===== src/rtl/riscv_run_controller.sv =====
// riscv_run_controller
//   Sequences the 8-bit pipelined RISC-V core through one session:
//   wipe the IF instruction memory, stream a program into it, release the
//   core for a bounded run, then hold it in reset and keep the run summary.
//
// Ports
//   clock, reset          rising-edge clock, asynchronous active-low reset
//   start                 begin a session (honoured in IDLE/DONE only)
//   prog_valid/ready      program word handshake; prog_last marks final word
//   prog_data             instruction word to load
//   halt_req              abort LOAD or stop RUN
//   write_reg_data        core write-back data, sampled every RUN cycle
//   rw, PC_write,
//   instruction_in        IF memory write port (one-cycle write strobe)
//   reset_IF_memory       IF memory clear, held for CLEAR_CYCLES
//   core_reset            active-high core pipeline reset
//   busy, done, overflow  session status
//   run_cycles            cycles spent with the core out of reset
//   last_wb_data          write-back data from the final RUN cycle
//
// state  | meaning
// IDLE   | after reset, core held in reset, waiting for start
// CLEAR  | reset_IF_memory asserted for CLEAR_CYCLES cycles
// LOAD   | accepting program words, each written the cycle after handshake
// SETTLE | final word lands in IF memory, core still held in reset
// RUN    | core released, cycles counted, write-back data captured
// DONE   | core held in reset, results held until the next start

module riscv_run_controller #(
    parameter int PC_SIZE        = 10,
    parameter int ADDR_STEP      = 4,
    parameter int CLEAR_CYCLES   = 2,
    parameter int MAX_RUN_CYCLES = 1000
) (
    input  logic               clock,
    input  logic               reset,
    input  logic               start,
    input  logic               prog_valid,
    output logic               prog_ready,
    input  logic [31:0]        prog_data,
    input  logic               prog_last,
    input  logic               halt_req,
    input  logic [7:0]         write_reg_data,
    output logic               rw,
    output logic               reset_IF_memory,
    output logic [PC_SIZE-1:0] PC_write,
    output logic [31:0]        instruction_in,
    output logic               core_reset,
    output logic               busy,
    output logic               done,
    output logic               overflow,
    output logic [15:0]        run_cycles,
    output logic [7:0]         last_wb_data
);

    localparam int                 CLR_W    = (CLEAR_CYCLES > 1) ? $clog2(CLEAR_CYCLES) : 1;
    localparam logic [CLR_W-1:0]   CLR_LOAD = CLR_W'(CLEAR_CYCLES - 1);
    localparam logic [15:0]        RUN_LOAD = 16'(MAX_RUN_CYCLES - 1);
    localparam logic [PC_SIZE-1:0] ADDR_INC = PC_SIZE'(ADDR_STEP);
    localparam logic [PC_SIZE-1:0] ADDR_TOP = PC_SIZE'((1 << PC_SIZE) - ADDR_STEP);

    typedef enum logic [2:0] {
        ST_IDLE   = 3'd0,
        ST_CLEAR  = 3'd1,
        ST_LOAD   = 3'd2,
        ST_SETTLE = 3'd3,
        ST_RUN    = 3'd4,
        ST_DONE   = 3'd5
    } state_t;

    state_t             state;
    logic [PC_SIZE-1:0] addr;
    logic [CLR_W-1:0]   clr_left;
    logic [15:0]        run_left;
    logic               accept;
    logic               top_hit;

    assign accept  = (state == ST_LOAD) && prog_valid && prog_ready;
    // Last slot of the address space taken by a word that does not end the program.
    assign top_hit = accept && !prog_last && (addr == ADDR_TOP);

    always_ff @(posedge clock or negedge reset) begin
        if (!reset) begin
            state           <= ST_IDLE;
            addr            <= '0;
            clr_left        <= '0;
            run_left        <= '0;
            prog_ready      <= 1'b0;
            rw              <= 1'b0;
            reset_IF_memory <= 1'b0;
            PC_write        <= '0;
            instruction_in  <= '0;
            core_reset      <= 1'b1;
            busy            <= 1'b0;
            done            <= 1'b0;
            overflow        <= 1'b0;
            run_cycles      <= '0;
            last_wb_data    <= '0;
        end else begin
            rw <= 1'b0;
            case (state)
                ST_IDLE, ST_DONE: begin
                    if (start) begin
                        state           <= ST_CLEAR;
                        busy            <= 1'b1;
                        done            <= 1'b0;
                        overflow        <= 1'b0;
                        run_cycles      <= '0;
                        last_wb_data    <= '0;
                        reset_IF_memory <= 1'b1;
                        PC_write        <= '0;
                        addr            <= '0;
                        clr_left        <= CLR_LOAD;
                    end
                end

                ST_CLEAR: begin
                    if (clr_left == '0) begin
                        state           <= ST_LOAD;
                        reset_IF_memory <= 1'b0;
                        prog_ready      <= 1'b1;
                    end else begin
                        clr_left <= clr_left - 1'b1;
                    end
                end

                ST_LOAD: begin
                    if (accept) begin
                        rw             <= 1'b1;
                        PC_write       <= addr;
                        instruction_in <= prog_data;
                        // Top slot never advances the counter, so it cannot wrap.
                        if (addr != ADDR_TOP) begin
                            addr <= addr + ADDR_INC;
                        end
                    end
                    if (halt_req || top_hit) begin
                        if (top_hit) begin
                            overflow <= 1'b1;
                        end
                        state      <= ST_DONE;
                        done       <= 1'b1;
                        busy       <= 1'b0;
                        prog_ready <= 1'b0;
                    end else if (accept && prog_last) begin
                        state      <= ST_SETTLE;
                        prog_ready <= 1'b0;
                    end
                end

                ST_SETTLE: begin
                    state      <= ST_RUN;
                    core_reset <= 1'b0;
                    run_left   <= RUN_LOAD;
                end

                ST_RUN: begin
                    if (run_cycles != 16'hFFFF) begin
                        run_cycles <= run_cycles + 16'd1;
                    end
                    last_wb_data <= write_reg_data;
                    if (halt_req || (run_left == '0)) begin
                        state      <= ST_DONE;
                        core_reset <= 1'b1;
                        done       <= 1'b1;
                        busy       <= 1'b0;
                    end else begin
                        run_left <= run_left - 16'd1;
                    end
                end

                default: begin
                    state      <= ST_IDLE;
                    core_reset <= 1'b1;
                    busy       <= 1'b0;
                    prog_ready <= 1'b0;
                end
            endcase
        end
    end

endmodule


===== config.mk =====
export PLATFORM = sky130hd
export DESIGN_NAME = riscv_run_controller
export DESIGN_NICKNAME = d
export VERILOG_FILES = /design/src/rtl/riscv_run_controller.sv
export SDC_FILE = /design/constraint.sdc
export NUM_CORES = 1
export LEC_CHECK = 0
export BUFFER_PORTS_ARGS = -buffer_cell sky130_fd_sc_hd__buf_2
export CORE_MARGIN = 2
export CORE_UTILIZATION = 53
export DETAILED_ROUTE_END_ITERATION = 12
export HOLD_SLACK_MARGIN = 0.12
export PLACE_DENSITY = 0.85
export SETUP_SLACK_MARGIN = 0.2
export SYNTH_ARGS = -nofsm -noshare
export SYNTH_HDL_FRONTEND = slang
export SYNTH_SLANG_ARGS = --single-unit

===== constraint.sdc =====
create_clock -name clock -period 2.6 [get_ports clock]
set_clock_uncertainty 0.1 [all_clocks]
set_input_delay 0.52 -clock clock [delete_from_list [all_inputs] [get_ports clock]]
set_output_delay 0.52 -clock clock [all_outputs]
set_load 0.01 [all_outputs]

* After elaboration in Yosys (flattened, before gate mapping) *
Index checks and enable logic that the tools add are counted.
W data, S select, Z words.

word-level totals
  register bits after elaboration = 103
  logic and storage cells = 114

operators by class
  $add $sub $neg = 4
  equal/unequal tests = 18
  mux-type cells = 41
  bitwise logic cells = 3
  reduce and logical (&&, ||, !) cells = 33

operator list
  operator                 number
  $pmux W16 S2             2
  $mux W16                 3
  $mux W10                 4
  $pmux W10 S2             2
  $reduce_and A4 Y1        5
  $add A16 B1 Y16 const B  1
  $logic_not A16 Y1        1
  $ne A16 B16 Y1 const B   1
  $pmux W8 S2              1
  $sub A16 B1 Y16 const B  1
  $mux W1                  15
  $mux W3                  5
  $pmux W3 S5              1
  $ne A2 B2 Y1 const B     7
  $reduce_and A3 Y1        4
  $add A10 B3 Y10 const B  1
  $eq A10 B10 Y1 const B   1
  $ne A10 B10 Y1 const B   1
  $reduce_and A2 Y1        5
  $pmux W1 S3              3
  $mux W8                  1
  $reduce_bool A2 Y1       4
  $reduce_or A4 Y1         2
  $eq A3 B2 Y1 const B     2
  other kinds (14)         26

* Depth between registers and ports, before layout *
  word-level depth = 8
  depth in mapped cells = 8
  gate-level depth less buffers = 7

* Worst setup path after synthesis *
OpenSTA, ideal clock, no wires.

  path kind = register to register
  start point = reg run_left[0]
  end point = reg run_left[2]
  setup time = 136 ps
  data arrival time = 1665 ps
  data required time = 2364 ps
  path slack = 699 ps
  cell stages (with the launch flop) = 9
  path buffers = 1
  clock period less this slack = 1901 ps
  cell sequence = dfrtp_1 -> inv_1 -> ha_1 -> nor2b_1 -> nand4b_4 -> o21a_1 -> buf_2 -> a211oi_1 -> a31oi_1

between the ends
  cells in the longest elaborated chain, start to end = 4
  elaborated cells between the ends (all ways) = 7
  those cells by class = 1 x add/sub; 1 x eq/ne; 2 x mux; 3 x reduce/logical

RTL lines
  item                                                     RTL line  source
  from (decl)                                              74        logic [15:0] run_left;
  from (signal assigned)                                   168       run_left <= run_left - 16'd1;
  branches (longest 4 deep; another with $sub A16 B1 Y16)  -

Several ways; the timed one is not identified. The select of a mux whose other input is x is not followed.
A chain may end at the register's enable or synchronous reset.

* Worst setup path after layout *
  start point = reg state[2]
  end point = reg addr[6]

between the ends
  cells in the longest elaborated chain, start to end = 5
  elaborated cells between the ends (all ways) = 12
  those cells by class = 5 x eq/ne; 1 x mux; 6 x reduce/logical

RTL lines
  item                               RTL line  source
  from (decl)                        71        state_t state;
  from (signal assigned)             84        state <= ST_IDLE;
  from (signal assigned)             104       state <= ST_CLEAR;
  from (signal assigned)             119       state <= ST_LOAD;
  $eq A3 B2 Y1                       78, 101
  $logic_and A1 B1 Y1 (2 in series)  78        assign accept = (state == ST_LOAD) && prog_valid && prog_ready;
  $ne A2 B2 Y1 (no line)             -
  $reduce_and A4 Y1 (no line)        -
  to (signal assigned)               134       addr <= addr + ADDR_INC;
  to (decl)                          72        logic [PC_SIZE-1:0] addr;

Several ways; a longest one is shown, not always the timed one.

==> impl_metrics.env <==
export IMPL_tns_ps=0
export IMPL_finalCritPeriodShare=0.8463
export IMPL_hpwl_um=7276
export IMPL_vdd_drop_max_mv=0.4630
export IMPL_initial_core_util=0.5411
export IMPL_rsz0062_at_grt="no"
export IMPL_yosysUniqueCellTypes=62
export IMPL_die_x_um=97.90
export IMPL_overflow=0
export IMPL_dieHeight_um=97.90
export IMPL_area_growth_pct=19.17
export IMPL_ys_ff_latch=100
export IMPL_critical_path_max_stage_delay_ps=720
export IMPL_min_delay_path_class="in -> reg"
export IMPL_drt_initial_drc_count=211
export IMPL_synthTopCellsByArea="dfrtp_1, mux2_2, a22o_1, nor2_1, nand2_1"
export IMPL_hold_viol=0
export IMPL_critical_path_max_fanout=19
export IMPL_wl_per_cell_um=16.03
export IMPL_io_buffers=118
export IMPL_path_delay_family="simple AND/OR/NAND/NOR gates"
export IMPL_placed_cells_incl_taps=616
export IMPL_cts_tree="built"
export IMPL_synth_yosys_seq_area_share=0.5357
export IMPL_fin_nets=570
export IMPL_syn_area_per_cell_um2=11.62
export IMPL_cts_sinks=100
export IMPL_clk_pin_slew_ps=90
export IMPL_worstPathCellList="nor2b_1 -> or3_4 -> a211oi_1 -> xnor2_1 -> nor2_1"
export IMPL_synth_commonest_cells="dfrtp_1, nor2_1, nand2_1"
export IMPL_yosys_area_top_type="dfrtp_1"
export IMPL_tritoncts_num_buffers=9
export IMPL_drv_cap=0
export IMPL_via_count=3636
export IMPL_slew_headroom=0.5981
export IMPL_synth_main_ff_cell="dfrtp_1"
export IMPL_p_per_area_mw_per_mm2=893.1
export IMPL_worstMarginPinSlew_ps=602.8
export IMPL_wl_met1_um=4356
export IMPL_holdWs_ps=263.4
export IMPL_clkLatencyLatePin_ps=370
export IMPL_synthesis_nets=452
export IMPL_fin_crit_ps=2200
export IMPL_drt_wl_total_um=10150
export IMPL_root_buffer="clkbuf_8"
export IMPL_grt_max_degree=57
export IMPL_async_reset_ff_frac=1.000
export IMPL_rows=34
export IMPL_drive_gt1_frac=0.3695
export IMPL_report_final_slew_viol_count=0
export IMPL_antenna_found_initial=0
export IMPL_dr_max_layer_used="met4"
export IMPL_wl_met3_um=629
export IMPL_fp_coreArea_mm2=0.008636
export IMPL_ant_nets=0
export IMPL_post_route_drc_count=0
export IMPL_synth_area_mm2=0.004673
export IMPL_yosys_warnings=0
export IMPL_via_per_inst=5.744
export IMPL_postCtsSetupBuffers=0
export IMPL_place_ws_ps=458.9
export IMPL_ctsHtreeMaxLevel=3
export IMPL_critical_path_required_ps=2750
export IMPL_nFillCells=642
export IMPL_globalplace_congestion=0.8870
export IMPL_status="completed"
export IMPL_end_kind="flop"
export IMPL_synth_edf_count=0
export IMPL_clock_path_buffers=2
export IMPL_arrival_ps=2350
export IMPL_diodes=0
export IMPL_yosysTopAreaCellShare=0.5301
export IMPL_fmax_ghz=0.4545
export IMPL_cp_start_kind="flop"
export IMPL_synth_most_common_cell="dfrtp_1"
export IMPL_critical_path_class="reg -> reg"
export IMPL_leakage_nw=2.711
export IMPL_first_pass_iters=4
export IMPL_finalPower_mw=4.974
export IMPL_grt_pass1_wl_um=17180
export IMPL_dr_wl_met2_um=4943
export IMPL_io_pins=119
export IMPL_worst_path_buf_inv=0
export IMPL_grt_pass1_vias=3549
export IMPL_track_usage=0.2195
export IMPL_setup_ws_ps=399.6
export IMPL_fin_cells=633
export IMPL_cp_slowest_cell="dfrtp_1"
export IMPL_syn_inst=402
export IMPL_die_area_mm2=0.009584
export IMPL_setup_violations=0
-- cell families after synthesis --
| group | share of synthesized area |
|---|---|
| xor+xnor | 0.04498 |
| flops | 0.5357 |
| compound gates | 0.09639 |
| fa+ha+maj | 0.01071 |
| simple gates | 0.1885 |
| buf+inv | 0.03159 |
| mux | 0.09210 |
-- routing by layer --
metal / global-route usage / vias up
met5: 0 / -
met4: 0.09509 / 0
met3: 0.05011 / 23
met2: 0.3483 / 126
met1: 0.2922 / 1802
li1: - / 1685
-- state kept, by name, indices dropped and copies added (netlist names), 3 cells and up --
signal and count:
instruction_in 32, state 3, addr 8, PC_write 9, run_left 16, run_cycles 16
last_wb_data 8
-- cell usage in the layout (no fill, tap or decap), types with 5 or more instances in the layout --
cell type and n:
xnor2_1 13, nand2_1 34, nand3_1 9, buf_4 6
mux2i_1 7, nor2b_1 8, xor2_1 11, dfrtp_1 99
mux2_2 31, a22o_1 16, buf_2 117, nand4_1 13
a21oi_1 12, and3_1 5, inv_1 6, nor2_1 35
o21ai_0 10, clkbuf_8 10, nor3_1 9
-- worst register-to-register path: cells and delay by family (launching register included) --
| family | cells | cell delay, ps |
|---|---|---|
| DFF | 1 | 720 |
| and+or+nand+nor | 3 | 830 |
| AOI/OAI and AO/OA | 1 | 280 |
| xor gates and xnor gates | 1 | 160 |
-- power breakdown --
part | switching (mW) | leakage (nW) | internal, mW | total [mW]
combinational | 0.897 | 1.32 | 0.738 | 1.63
clock | 0.542 | 0.108 | 0.482 | 1.02
sequential | 0.358 | 1.28 | 1.96 | 2.32
total | 1.80 | 2.71 | 3.18 | 4.97
-- metrics by stage --
| stage | cell area, um^2 | util |
|---|---|---|
| 6_report | 5569 | 0.6449 |
| 3_3_place_gp | 5349 | 0.6194 |
| 5_1_grt | 5569 | 0.6449 |
| 2_1_floorplan | 4673 | - |
| 3_5_place_dp | 5349 | 0.6194 |
| 4_1_cts | 5567 | 0.6446 |
-- cell type report --
| type | count | area, um^2 | area share |
|---|---|---|---|
| Tap cell | 108 | 135.1 | 0.02426 |
| Multi-Input combinational cell | 277 | 2036 | 0.3655 |
| Timing Repair Buffer | 125 | 660.6 | 0.1186 |
| Inverter | 7 | 26.28 | 0.004718 |
| Sequential cell | 100 | 2504 | 0.4496 |
| Clock buffer | 10 | 137.6 | 0.02471 |
| Clock inverter | 6 | 70.07 | 0.01258 |
-- worst paths after layout --
| path | startpoint | to | slack [ps] | depth (start not counted) |
|---|---|---|---|---|
| min in group asynchronous | reset | PC_write[1] | 600 | 2 |
| max reg2reg | state[2] | addr[6] | 400 | 5 |
| max | state[2] | addr[6] | 400 | 5 |
| max in group asynchronous | reset | state[0] | 1090 | 3 |
| min | write_reg_data[3] | last_wb_data[3] | 260 | 2 |
| min reg2reg | run_left[13] | run_left[13] | 380 | 1 |
-- repair_timing --
action	4_1_cts	5_1_grt
endpoints found under the setup margin	0	4
hold buffers	1	0
endpoints found under the hold margin	43	0
gates resized for setup	0	1
(Power assumes the default switching activity.)
